**config.mk**
```make
export PLATFORM = sky130hd
export DESIGN_NAME = ext_mem_loader
export DESIGN_NICKNAME = d
export VERILOG_FILES = /design/src/rtl/ext_mem_loader.sv
export SDC_FILE = /design/constraint.sdc
export NUM_CORES = 1
export LEC_CHECK = 0
export ABC_AREA = 1
export CAP_MARGIN = 40
export CORE_AREA = 2 2 191 193
export CTS_BUF_LIST = sky130_fd_sc_hd__clkbuf_4
export CTS_CLUSTER_SIZE = 8
export DETAILED_ROUTE_END_ITERATION = 8
export DIE_AREA = 0 0 193 195
export GPL_ROUTABILITY_DRIVEN = 0
export GPL_TIMING_DRIVEN = 0
export PLACE_DENSITY_LB_ADDON = 0.05
export RECOVER_POWER = 25
export SLEW_MARGIN = 10
export SYNTH_ARGS = -nofsm -noshare
export SYNTH_HDL_FRONTEND = slang
export SYNTH_SLANG_ARGS = --single-unit
```
**constraint.sdc**
```tcl
create_clock -name clk -period 2.91 [get_ports clk]
set_input_delay 0.582 -clock clk [delete_from_list [all_inputs] [get_ports clk]]
set_output_delay 0.582 -clock clk [all_outputs]
set_load 0.1 [all_outputs]
```
**src/rtl/ext_mem_loader.sv**
```systemverilog
// Host-side sequencer: loads IMEM then DMEM from a valid/ready stream, runs the cpu, streams a DMEM window back.
// Writes land 1 cycle after the accepting edge; readback is 1 word per >=3 cycles and holds out_data until out_ready.
module ext_mem_loader #(
  parameter int IMEM_ADDR_W = 9,
  parameter int DMEM_ADDR_W = 10,
  parameter int CNT_W       = 32
) (
  input  logic                   clk,
  input  logic                   arst_n,
  input  logic                   start,
  input  logic [IMEM_ADDR_W:0]   imem_words,
  input  logic [DMEM_ADDR_W:0]   dmem_words,
  input  logic [CNT_W-1:0]       run_cycles,
  input  logic [DMEM_ADDR_W:0]   dump_words,
  input  logic                   in_valid,
  output logic                   in_ready,
  input  logic [63:0]            in_data,
  output logic [63:0]            addr_ext,
  output logic                   wen_ext,
  output logic                   ren_ext,
  output logic [31:0]            wdata_ext,
  output logic [63:0]            addr_ext_2,
  output logic                   wen_ext_2,
  output logic                   ren_ext_2,
  output logic [63:0]            wdata_ext_2,
  input  logic [63:0]            rdata_ext_2,
  output logic                   cpu_enable,
  output logic                   out_valid,
  input  logic                   out_ready,
  output logic [63:0]            out_data,
  output logic                   busy,
  output logic                   done
);

  localparam int IW = IMEM_ADDR_W + 1;
  localparam int DW = DMEM_ADDR_W + 1;
  localparam int XW = (IW > DW) ? IW : DW;
  localparam logic [IW-1:0] IMAX = IW'(1) << IMEM_ADDR_W;
  localparam logic [DW-1:0] DMAX = DW'(1) << DMEM_ADDR_W;

  typedef enum logic [2:0] {
    S_IDLE, S_LOAD_I, S_LOAD_D, S_RUN, S_DUMP_RD, S_DUMP_WT, S_DONE
  } state_t;

  state_t                 state_q, state_d;
  logic [XW-1:0]          idx_q, idx_d, idx_inc;
  logic [IW-1:0]          icnt_q, icnt_d;
  logic [DW-1:0]          dcnt_q, dcnt_d, ucnt_q, ucnt_d;
  logic [CNT_W-1:0]       rcnt_q, rcnt_d;
  logic                   wen_q, wen_d, wen2_q, wen2_d;
  logic [IMEM_ADDR_W-1:0] iaddr_q, iaddr_d;
  logic [DMEM_ADDR_W-1:0] daddr_q, daddr_d;
  logic [31:0]            wdata_q, wdata_d;
  logic [63:0]            wdata2_q, wdata2_d;
  logic                   ovld_q, ovld_d;
  logic [63:0]            odata_q, odata_d;
  logic [IW-1:0]          imem_clamp;
  logic [DW-1:0]          dmem_clamp, dump_clamp;

  assign imem_clamp = (imem_words > IMAX) ? IMAX : imem_words;
  assign dmem_clamp = (dmem_words > DMAX) ? DMAX : dmem_words;
  assign dump_clamp = (dump_words > DMAX) ? DMAX : dump_words;
  assign idx_inc    = idx_q + XW'(1);

  // First nonzero phase strictly after 'from'; zero-count phases fall through in the same transition.
  function automatic state_t next_phase(input state_t from, input logic i_nz, input logic d_nz,
                                        input logic r_nz, input logic u_nz);
    state_t s;
    s = S_DONE;
    if (u_nz && from < S_DUMP_RD) s = S_DUMP_RD;
    if (r_nz && from < S_RUN)     s = S_RUN;
    if (d_nz && from < S_LOAD_D)  s = S_LOAD_D;
    if (i_nz && from < S_LOAD_I)  s = S_LOAD_I;
    return s;
  endfunction

  assign in_ready    = (state_q == S_LOAD_I) || (state_q == S_LOAD_D);
  // Trailing write pulses from a load phase must finish before the cpu runs or a read issues.
  assign cpu_enable  = (state_q == S_RUN) && !wen_q && !wen2_q;
  assign ren_ext_2   = (state_q == S_DUMP_RD) && !wen2_q;
  assign ren_ext     = 1'b0;
  assign wen_ext     = wen_q;
  assign wdata_ext   = wdata_q;
  assign addr_ext    = {{(62-IMEM_ADDR_W){1'b0}}, iaddr_q, 2'b00};
  assign wen_ext_2   = wen2_q;
  assign wdata_ext_2 = wdata2_q;
  assign addr_ext_2  = ren_ext_2 ? {{(61-DMEM_ADDR_W){1'b0}}, idx_q[DMEM_ADDR_W-1:0], 3'b000}
                                 : {{(61-DMEM_ADDR_W){1'b0}}, daddr_q, 3'b000};
  assign out_valid   = ovld_q;
  assign out_data    = odata_q;
  assign busy        = (state_q != S_IDLE) && (state_q != S_DONE);
  assign done        = (state_q == S_DONE);

  always_comb begin
    state_d  = state_q;
    idx_d    = idx_q;
    icnt_d   = icnt_q;
    dcnt_d   = dcnt_q;
    ucnt_d   = ucnt_q;
    rcnt_d   = rcnt_q;
    wen_d    = 1'b0;
    wen2_d   = 1'b0;
    iaddr_d  = iaddr_q;
    daddr_d  = daddr_q;
    wdata_d  = wdata_q;
    wdata2_d = wdata2_q;
    ovld_d   = ovld_q;
    odata_d  = odata_q;
    case (state_q)
      S_IDLE, S_DONE: begin
        if (start) begin
          icnt_d  = imem_clamp;
          dcnt_d  = dmem_clamp;
          ucnt_d  = dump_clamp;
          rcnt_d  = run_cycles;
          idx_d   = '0;
          state_d = next_phase(S_IDLE, imem_clamp != '0, dmem_clamp != '0,
                               run_cycles != '0, dump_clamp != '0);
        end
      end
      S_LOAD_I: begin
        if (in_valid) begin
          wen_d   = 1'b1;
          iaddr_d = idx_q[IMEM_ADDR_W-1:0];
          wdata_d = in_data[31:0];
          idx_d   = idx_inc;
          if (idx_inc == XW'(icnt_q)) begin
            idx_d   = '0;
            state_d = next_phase(S_LOAD_I, 1'b0, dcnt_q != '0, rcnt_q != '0, ucnt_q != '0);
          end
        end
      end
      S_LOAD_D: begin
        if (in_valid) begin
          wen2_d   = 1'b1;
          daddr_d  = idx_q[DMEM_ADDR_W-1:0];
          wdata2_d = in_data;
          idx_d    = idx_inc;
          if (idx_inc == XW'(dcnt_q)) begin
            idx_d   = '0;
            state_d = next_phase(S_LOAD_D, 1'b0, 1'b0, rcnt_q != '0, ucnt_q != '0);
          end
        end
      end
      S_RUN: begin
        if (cpu_enable) begin
          rcnt_d = rcnt_q - CNT_W'(1);
          if (rcnt_q == CNT_W'(1)) state_d = next_phase(S_RUN, 1'b0, 1'b0, 1'b0, ucnt_q != '0);
        end
      end
      S_DUMP_RD: begin
        if (ren_ext_2) state_d = S_DUMP_WT;
      end
      S_DUMP_WT: begin
        // First cycle captures the read data; afterwards hold until the sink takes it.
        if (!ovld_q) begin
          ovld_d  = 1'b1;
          odata_d = rdata_ext_2;
        end else if (out_ready) begin
          ovld_d = 1'b0;
          if (idx_inc == XW'(ucnt_q)) begin
            idx_d   = '0;
            state_d = S_DONE;
          end else begin
            idx_d   = idx_inc;
            state_d = S_DUMP_RD;
          end
        end
      end
      default: state_d = S_IDLE;
    endcase
  end

  always_ff @(posedge clk or negedge arst_n) begin
    if (!arst_n) begin
      state_q  <= S_IDLE;
      idx_q    <= '0;
      icnt_q   <= '0;
      dcnt_q   <= '0;
      ucnt_q   <= '0;
      rcnt_q   <= '0;
      wen_q    <= 1'b0;
      wen2_q   <= 1'b0;
      iaddr_q  <= '0;
      daddr_q  <= '0;
      wdata_q  <= '0;
      wdata2_q <= '0;
      ovld_q   <= 1'b0;
      odata_q  <= '0;
    end else begin
      state_q  <= state_d;
      idx_q    <= idx_d;
      icnt_q   <= icnt_d;
      dcnt_q   <= dcnt_d;
      ucnt_q   <= ucnt_d;
      rcnt_q   <= rcnt_d;
      wen_q    <= wen_d;
      wen2_q   <= wen2_d;
      iaddr_q  <= iaddr_d;
      daddr_q  <= daddr_d;
      wdata_q  <= wdata_d;
      wdata2_q <= wdata2_d;
      ovld_q   <= ovld_d;
      odata_q  <= odata_d;
    end
  end

endmodule

```
## Word level (Yosys, flattened, before mapping)

Cells that the tools add are included.

| storage, ports and cells | value |
|---|---|
| register bits | 260 |
| bits in latches | 0 |
| RAM bits | 0 |
| bits in read-only memories | 0 |
| memories | 0 |

| operators by class | value |
|---|---|
| add/sub/neg operators | 2 |
| $mul | 0 |
| divide/modulo/power cells | 0 |
| magnitude comparators | 3 |
| equal/unequal tests | 21 |
| shift operators | 0 |
| multiplexer cells | 40 |
| bitwise gates (word level) | 1 |
| reduce and logical (&&, ||, !) cells | 26 |

Operators with widths:

| kind | count |
|---|---|
| $mux 11 | 10 |
| $mux 32 | 2 |
| $pmux 32 s2 | 1 |
| $reduce_bool 32->1 | 2 |
| $mux 3 | 15 |
| $pmux 11 s4 | 1 |
| $reduce_bool 11->1 | 4 |
| $eq 32x1->1 const B | 1 |
| $sub 32x1->32 const B | 1 |
| $eq 11x11->1 | 2 |
| $gt 11x11->1 const B | 2 |
| $pmux 3 s6 | 1 |
| $ne 2x2->1 const B | 7 |
| $mux 13 | 1 |
| $add 11x1->11 const B | 1 |
| $eq 11x10->1 | 1 |
| $gt 10x10->1 const B | 1 |
| $mux 10 | 1 |
| $reduce_and 10->1 | 1 |
| $reduce_bool 10->1 | 1 |
| $eq 3x3->1 const B | 3 |
| $reduce_and 2->1 | 4 |
| $eq 3x2->1 const B | 2 |
| $mux 2 | 3 |
| 15 further kinds | 25 |

## Logic depth before layout (Yosys ltp)

Gate-level depths: netlist of run 1.

| logic depth | value |
|---|---|
| word-level depth | 9 |
| depth in mapped cells | 17 |
| mapped depth without buffers | 16 |

## Least setup slack after synthesis of run 1

OpenSTA, ideal clock, no wires.

| timing | value |
|---|---|
| path type | register -> output |
| start point | register wen2_q, in the netlist wen_ext_2 |
| end point | output addr_ext_2[10] |
| arrival time | 4.696 ns |
| required time | 2.328 ns |
| path slack | -2.368 ns |
| stages on the path, launching flop included | 5 |
| buffers on the path | 1 |
| cells stage by stage | dfrtp_1 nor2_1 inv_1 clkbuf_1 o21ai_0 |

| on the way | value |
|---|---|
| cells in the longest elaborated chain, start to end | 3 |

RTL lines:

| what | RTL line | RTL |
|---|---|---|
| start, declared | 50 | `logic wen_q, wen_d, wen2_q, wen2_d;` |
| start signal, assigned | 198 | `wen2_q <= wen2_d;` |
| $logic_not 1->1 | 80 | `assign ren_ext_2 = (state_q == S_DUMP_RD) && !wen2_q;` |
| $logic_and 1x1->1 | 80 |  |
| via ren_ext_2 | 24 | `output logic ren_ext_2,` |
| $mux 13 | 87 | `assign addr_ext_2 = ren_ext_2 ? {{(61-DMEM_ADDR_W){1'b0}}, idx_q[DMEM_ADDR_W-1:0], 3'b000}` |
| end, declared | 22 | `output logic [63:0] addr_ext_2,` |

The timed path passes the listed nets, and every way through them passes these cells.

## Worst setup path after layout of run 1

| timing | value |
|---|---|
| start point | register state_q[1] |
| end point | output addr_ext_2[3] |

| on the way | value |
|---|---|
| cells in the longest elaborated chain, start to end | 3 |

RTL lines:

| what | RTL line | RTL |
|---|---|---|
| start, declared | 45 | `state_t state_q, state_d;` |
| start signal, assigned | 191 | `state_q <= state_d;` |
| $eq 3x3->1 | 80 |  |
| $logic_and 1x1->1 | 80 |  |
| $mux 13 | 87 |  |

Every way passes these cells.

==> impl_metrics.yaml, run 1 <==
power:
  pwr-share-clk_pct: 10.3
  peakVddDrop_uv: 1560
  sw_frac_of_total_pct: 52.12
  power_frac_seq_pct: 19.3
  pwr_density_cell_nw_per_um2: 1410
  p_sw_mw: 17.18
  p_comb_share_pct: 70.4
  p_int_mw: 15.78
  p_leak_nw: 11.17
floorplan:
  rows: 69
  start_util_pct: 37.08
  core-area_um2: 35400
  pin_count: 494
  chipWidth_um: 193
  fp.dieH_um: 195
  dieArea_um2: 37640
drt:
  drt-pass1-iter-count: 5
  routed_via_density: 4.752
  ant_nets: 0
  drc_errors: 0
  vias: 13480
  routedWlPerCell_um: 18.85
  drtIter0Drc: 782
  finalWirelength_um: 53450
hold_path:
  hold_path_end: "wdata_ext_2[57]$_DFFE_PN0P_"
  hold_class: "in -> reg"
  min_path_cells: 3
  hp-start: "in_data[57]"
clocking:
  htreeDepth: 3
  cts_max_path_buffers: 3
  cts_tree: "done"
  clock_latency_ps: 720
  cts_root_buf: "clkbuf_4"
  path_clk_slew_ps: 60
  cts_buffers: 74
  cts.sinks: 260
setup_path:
  crit_slowest_cell: "dfrtp_2"
  crit_buf_inv: 3
  max_stage_delay_ps: 460
  cpLargestDelayFamily: "buffers and inverters"
  worstReg2RegStart: "state_q[2]$_DFFE_PN0P_"
  ff2ff_path_depth: 11
  critical_path_class: "reg -> out"
  reg2reg_to: "rcnt_q[22]$_DFFE_PN0P_"
  cp-start-kind: "flip-flop"
  cp-end-kind: "primary output"
  cp.arrival_ps: 2200
  cp_max_fo: 10
  path_cells: "nor2_4 > nand2_2 > nor2_4 > inv_2 > clkbuf_16 > o21ai_4 > clkbuf_16"
  critPathRequiredTime_ps: 2330
  rrSetupSlack_ps: 430
logic_synthesis:
  yosys.area.top_type_share_pct: 49.57
  synth.distinct_cells: 42
  netlist_area_um2: 13130
  synth_most_common_cell: "nand2_1"
  synth-edff-count: 0
  ys_warn_count: 0
  synth_common_cells: "nand2_1, dfrtp_1, inv_1"
  ys_seq_area_share_pct: 49.57
  synth_ff_type: "dfrtp_1"
  synth_area_leaders: "dfrtp_1, nand2_1, buf_4"
  ys_ff_latch: 260
  async_flop_share_pct: 100.0
  synth_cells: 1576
  syn_avg_cell_area_um2: 8.329
  synth_top_area_cell: "dfrtp_1"
layout:
  multi_input_area_um2: 5460
  final_nets: 2525
  area_growth_pct: 78.11
  finalInstanceArea_um2: 23380
  drive_gt1_share_pct: 23.42
  fin_util_pct: 66.05
  register_area_um2: 6510
  fill_cells: 2760
  fin_cells: 2836
grt:
  grt_pass1_wl_um: 80270
  grt_usage_pct: 28.09
  grt_pass1_vias: 13950
  overflow: 0
  grt_max_degree: 104
  antenna_found_initial: 10
placed_design:
  portBuffers: 383
  hpwlAfterDp_um: 41420
  dpl_worst_slack_ps: -54.35
  dp.cells: 2718
  placed_cell_area_um2: 22500
sta:
  skew_ps: 47.40
  worstMarginPinSlew_ps: 702.0
  finalCritPeriodShare_pct: 95.71
  fin_hold_ws_ps: 433.8
  period_needed_ps: 2785
  timing.fmax_ghz: 0.3590
  setup_viol: 0
  relSlewSlack_pct: 53.08
  setup_slack_ps: 124.8
  slew_violations: 0
  rsz0062_at_grt: "no"
  hold_violations: 0
run_status:
  status: "finished clean"
job:
  drv_cap: 0
==> final cells by class <==
cell class,count,share of cell area (%)
Tap cell,461,2.467
Multi-Input combinational cell,1082,23.35
Inverter,182,2.922
Clock inverter,8,0.3104
Buffer,161,4.544
Sequential cell,260,27.84
Antenna cell,9,0.09633
Clock buffer,110,3.532
Timing Repair Buffer,563,34.93
==> cell usage in the layout (no fill, tap or decap), drive strengths merged, types with 2 or more instances in the layout <==
cell type / instances
nand2: 414
clkdlybuf4s50: 368
buf: 323
dfrtp: 260
inv: 183
o21ai: 154
clkbuf: 141
nor2: 114
conb: 110
nand3: 97
mux2: 64
o22ai: 30
a21oi: 27
nand4: 15
nor3: 12
diode: 9
xor2: 9
nor4: 7
o211ai: 6
ha: 4
clkinvlp: 3
clkinv: 3
o21bai: 3
and3: 2
o31ai: 2
a22o: 2
a31oi: 2
nand3b: 2
==> worst register-to-register path: cells and delay by family, from the launching register on <==
family | cells | cell delay (ps)
and+or+nand+nor | 5 | 770
AOI/OAI and AO/OA | 2 | 240
buffers and inverters | 4 | 1010
DFF | 1 | 350
==> flip-flops by register name, indices dropped and copies added (netlist names) <==
| register | count |
|---|---|
| out_data | 64 |
| wen_ext_2 | 1 |
| wdata_ext | 32 |
| wen_ext | 1 |
| rcnt_q | 32 |
| icnt_q | 10 |
| dcnt_q | 11 |
| state_q | 3 |
| daddr_q | 10 |
| iaddr_q | 9 |
| idx_q | 11 |
| wdata_ext_2 | 64 |
| out_valid | 1 |
| ucnt_q | 11 |
==> per-stage QoR <==
stage	total power [mW]	setup TNS, ps
after floorplan	18.78	0
after global placement	23.09	-2726720
after detailed placement	29.50	-198.0
after CTS	33.04	0
after global routing	34.31	0
final	32.96	0
==> power groups by stage <==
stage / Clock [mW] / Sequential [mW] / Combinational (mW)
global route: 3.70 / 6.53 / 24.1
detailed placement: 0 / 6.34 / 23.2
global placement: 0 / 6.18 / 16.9
CTS: 3.48 / 6.32 / 23.2
finish: 3.40 / 6.35 / 23.2
floorplan: 0 / 14.1 / 4.69
==> worst max path at each step <==
stage	slack, ps	depth (start not counted)	endpoint	start
final	120	7	addr_ext_2[3]	state_q[1]$_DFFE_PN0P_
after CTS	20	7	addr_ext_2[12]	state_q[1]$_DFFE_PN0P_
after global placement	-11550	1	wen_ext_2$_DFF_PN0_	arst_n
after global routing	1	7	addr_ext_2[3]	state_q[0]$_DFFE_PN0P_
after floorplan	100	6	addr_ext_2[10]	state_q[1]$_DFFE_PN0P_
after detailed placement	-50	9	addr_ext_2[12]	state_q[1]$_DFFE_PN0P_
==> what timing repair did <==
| item | in CTS | in global routing |
|---|---|---|
| setup endpoints to repair | 14 | 3 |
| resized for setup | 20 | 1 |
| pin swaps | 3 | 3 |
| cloned | 0 | 0 |
| buffers inserted | 2 | 1 |
| hold buffers | 1 | 0 |
| hold endpoints to repair | 75 | 0 |
==> metal layers <==
layer	vias up	routed length, um	global-route usage, %	share of wire [%]
li1	6395	-	-	-
met1	6361	19710	30.73	37
met2	559	27730	49.49	52
met3	160	3405	7.081	6.4
met4	2	2588	15.21	4.8
met5	-	13	0	0.024
==> cell families (layout without fill, tap and decap cells) <==
family	Yosys count	count (layout)	synth area share, %
compound gates	230	230	9.551
simple gates	665	665	21.28
buf+inv	343	1024	13.11
flops	260	260	49.57
fa+ha+maj	4	4	0.3813
xor+xnor	9	9	0.6005
other cells	1	119	0.02857
mux	64	64	5.490
Power figures use the tool's default switching activity.
==> inputs of run 2 (changes only) <==
Settings changed: CORE_AREA 2 2 191 193 to 2 2 194 196, CTS_CLUSTER_SIZE 8 to default, DIE_AREA 0 0 193 195 to 0 0 196 198.
Clock period 2.91 ns to 2.8 ns, I/O delays scaled along.
==> run 2 against run 1 <==
Worst hold slack got worse by 41 ps; combinational power rose by 3%; the flow now finishes with violations (max-capacitance violations, max-slew violations); largest cell class unchanged; first-iteration DRC count shrank 16%; sequential share of layout area barely moved; critical endpoint unchanged.
==> impl_metrics.yaml, run 2 (synthesis gave the netlist of run 1 again) <==
run_status:
  status: "complete, but fails checks"
  violations: "max-capacitance violations, max-slew violations"
setup_path:
  cp-start-kind: "flip-flop"
  cp.arrival_ps: 2180
  cp_max_fo: 5
  critPathRequiredTime_ps: 2240
  crit_buf_inv: 3
  critical_path_class: "reg -> out"
  max_stage_delay_ps: 440
  cpLargestDelayFamily: "buffers and inverters"
  crit_slowest_cell: "dfrtp_2"
  cp-end-kind: "primary output"
  path_cells: "nor2_4 > nand2_4 > nor2_4 > inv_2 > clkbuf_16 > o21ai_4 > clkbuf_16"
sta:
  worstMarginPinSlew_ps: 1993
  rsz0062_at_grt: "yes"
  setup_viol: 0
  skew_ps: 44.50
  finalCritPeriodShare_pct: 97.92
  period_needed_ps: 2742
  slew_violations: 78
  relSlewSlack_pct: -32.85
  timing.fmax_ghz: 0.3647
  hold_violations: 0
power:
  peakVddDrop_uv: 977.9
  p_leak_nw: 11.20
  pwr_density_cell_nw_per_um2: 1464
layout:
  fill_cells: 2974
  final_common_cell: "nand2_1"
  final_nets: 2529
  fin_util_pct: 63.31
  final_cell_mix: "nand2_1, clkdlybuf4s50_1, dfrtp_1, inv_1, o21ai_0"
  finalInstanceArea_um2: 23390
  multi_input_area_um2: 5460
  drive_gt1_share_pct: 23.32
  register_area_um2: 6510
  area_growth_pct: 78.23
clocking:
  clock_latency_ps: 740
  cts_max_path_buffers: 3
  cts_tree: "done"
  cts.sinks: 260
  htreeDepth: 3
  cts_buffers: 76
  cts_root_buf: "clkbuf_4"
  path_clk_slew_ps: 70
grt:
  overflow: 0
  grt_usage_pct: 26.56
  grt_max_degree: 94
  grt_pass1_vias: 13810
  grt_pass1_wl_um: 78580
  antenna_found_initial: 8
floorplan:
  chipWidth_um: 196
  pin_count: 494
  dieArea_um2: 38810
  start_util_pct: 35.52
  fp.dieH_um: 198
  rows: 71
  core-area_um2: 36960
drt:
  routed_via_density: 4.669
  drtIter0Drc: 654
  ant_nets: 0
  finalWirelength_um: 51740
  drc_errors: 0
  vias: 13330
  routedWlPerCell_um: 18.12
  drt-pass1-iter-count: 5
placed_design:
  placed_cell_area_um2: 22450
  hpwlAfterDp_um: 40270
  portBuffers: 383
hold_path:
  hold_class: "in -> reg"
job:
  drv_cap: 1
==> run 2: cell types whose count changed in the layout (fill, tap and decap cells not counted), sizes merged <==
cell	delta
clkdlybuf4s15	+1
diode	-4
clkinv	+10
clkbuf	-1
buf	+3
clkinvlp	-3
clkdlybuf4s50	-1
dlygate4sd2	-1
bufinv	+2
==> run 2: report_power, final <==
| group | leakage [nW] | switching [mW] | internal, mW |
|---|---|---|---|
| Sequential | 3.23 | 1.13 | 5.42 |
| Combinational | 7.40 | 14.9 | 9.06 |
| Clock | 0.569 | 1.70 | 2.04 |
==> run 2: stage by stage <==
step                      setup TNS, ps  hold WS (ps)  cells  power (mW)  setup WS, ps
after floorplan                       0         264.4   1685       19.51         9.700
after global placement         -2796030         454.3   2542       23.97        -11780
after detailed placement          -1362         460.3   2731       30.49        -163.9
after CTS                        -600.8         307.8   2847       34.37        -86.20
after global routing             -85.40         335.4   2853       35.71        -45.60
final                                 0         392.8   2855       34.25         58.26
==> run 2: cell type report <==
cell class | instances | share of cell area (%)
timing repair buffer | 565 | 34.67
sequential | 260 | 27.83
multi-input combinational | 1082 | 23.34
buffer | 161 | 4.551
clock buffer | 109 | 3.498
inverter | 182 | 2.920
tap | 474 | 2.535
clock inverter | 17 | 0.6097
antenna | 5 | 0.05348
==> run 2: timing repair <==
action,in CTS,in global routing
gates cloned,0,1
hold buffers,1,0
setup buffers,2,3
endpoints found under the hold margin,77,0
resized for setup,22,4
endpoints found under the setup margin,15,11
pin swaps,3,4
==> run 2: routing by layer <==
layer / GRT usage [%] / part of all wire, % / vias up
met3: 7.103 / 6.8 / 122
met1: 28.91 / 37 / 6281
met4: 12.68 / 4.1 / 6
met5: 0 / 0.066 / -
li1: - / - / 6397
met2: 48.03 / 52 / 524
==> run 2: worst paths after layout <==
kind | from | end | slack [ps] | cells after the start
min | in_data[35] | wdata_ext_2[35]$_DFFE_PN0P_ | 390 | 3
min reg2reg | wdata_ext_2[61]$_DFFE_PN0P_ | wdata_ext_2[61]$_DFFE_PN0P_ | 470 | 2
max reg2reg | idx_q[0]$_DFFE_PN0P_ | idx_q[7]$_DFFE_PN0P_ | 340 | 14
max | state_q[0]$_DFFE_PN0P_ | addr_ext_2[3] | 60 | 7
max in group asynchronous | arst_n | state_q[0]$_DFFE_PN0P_ | 460 | 3
min in group asynchronous | arst_n | out_data[56]$_DFFE_PN0P_ | 970 | 2
==> run 2: worst min-delay path, cell delays in order <==
cell and delay (ps):
clkdlybuf4s50_1 410, nand2_1 70, nand2_1 50
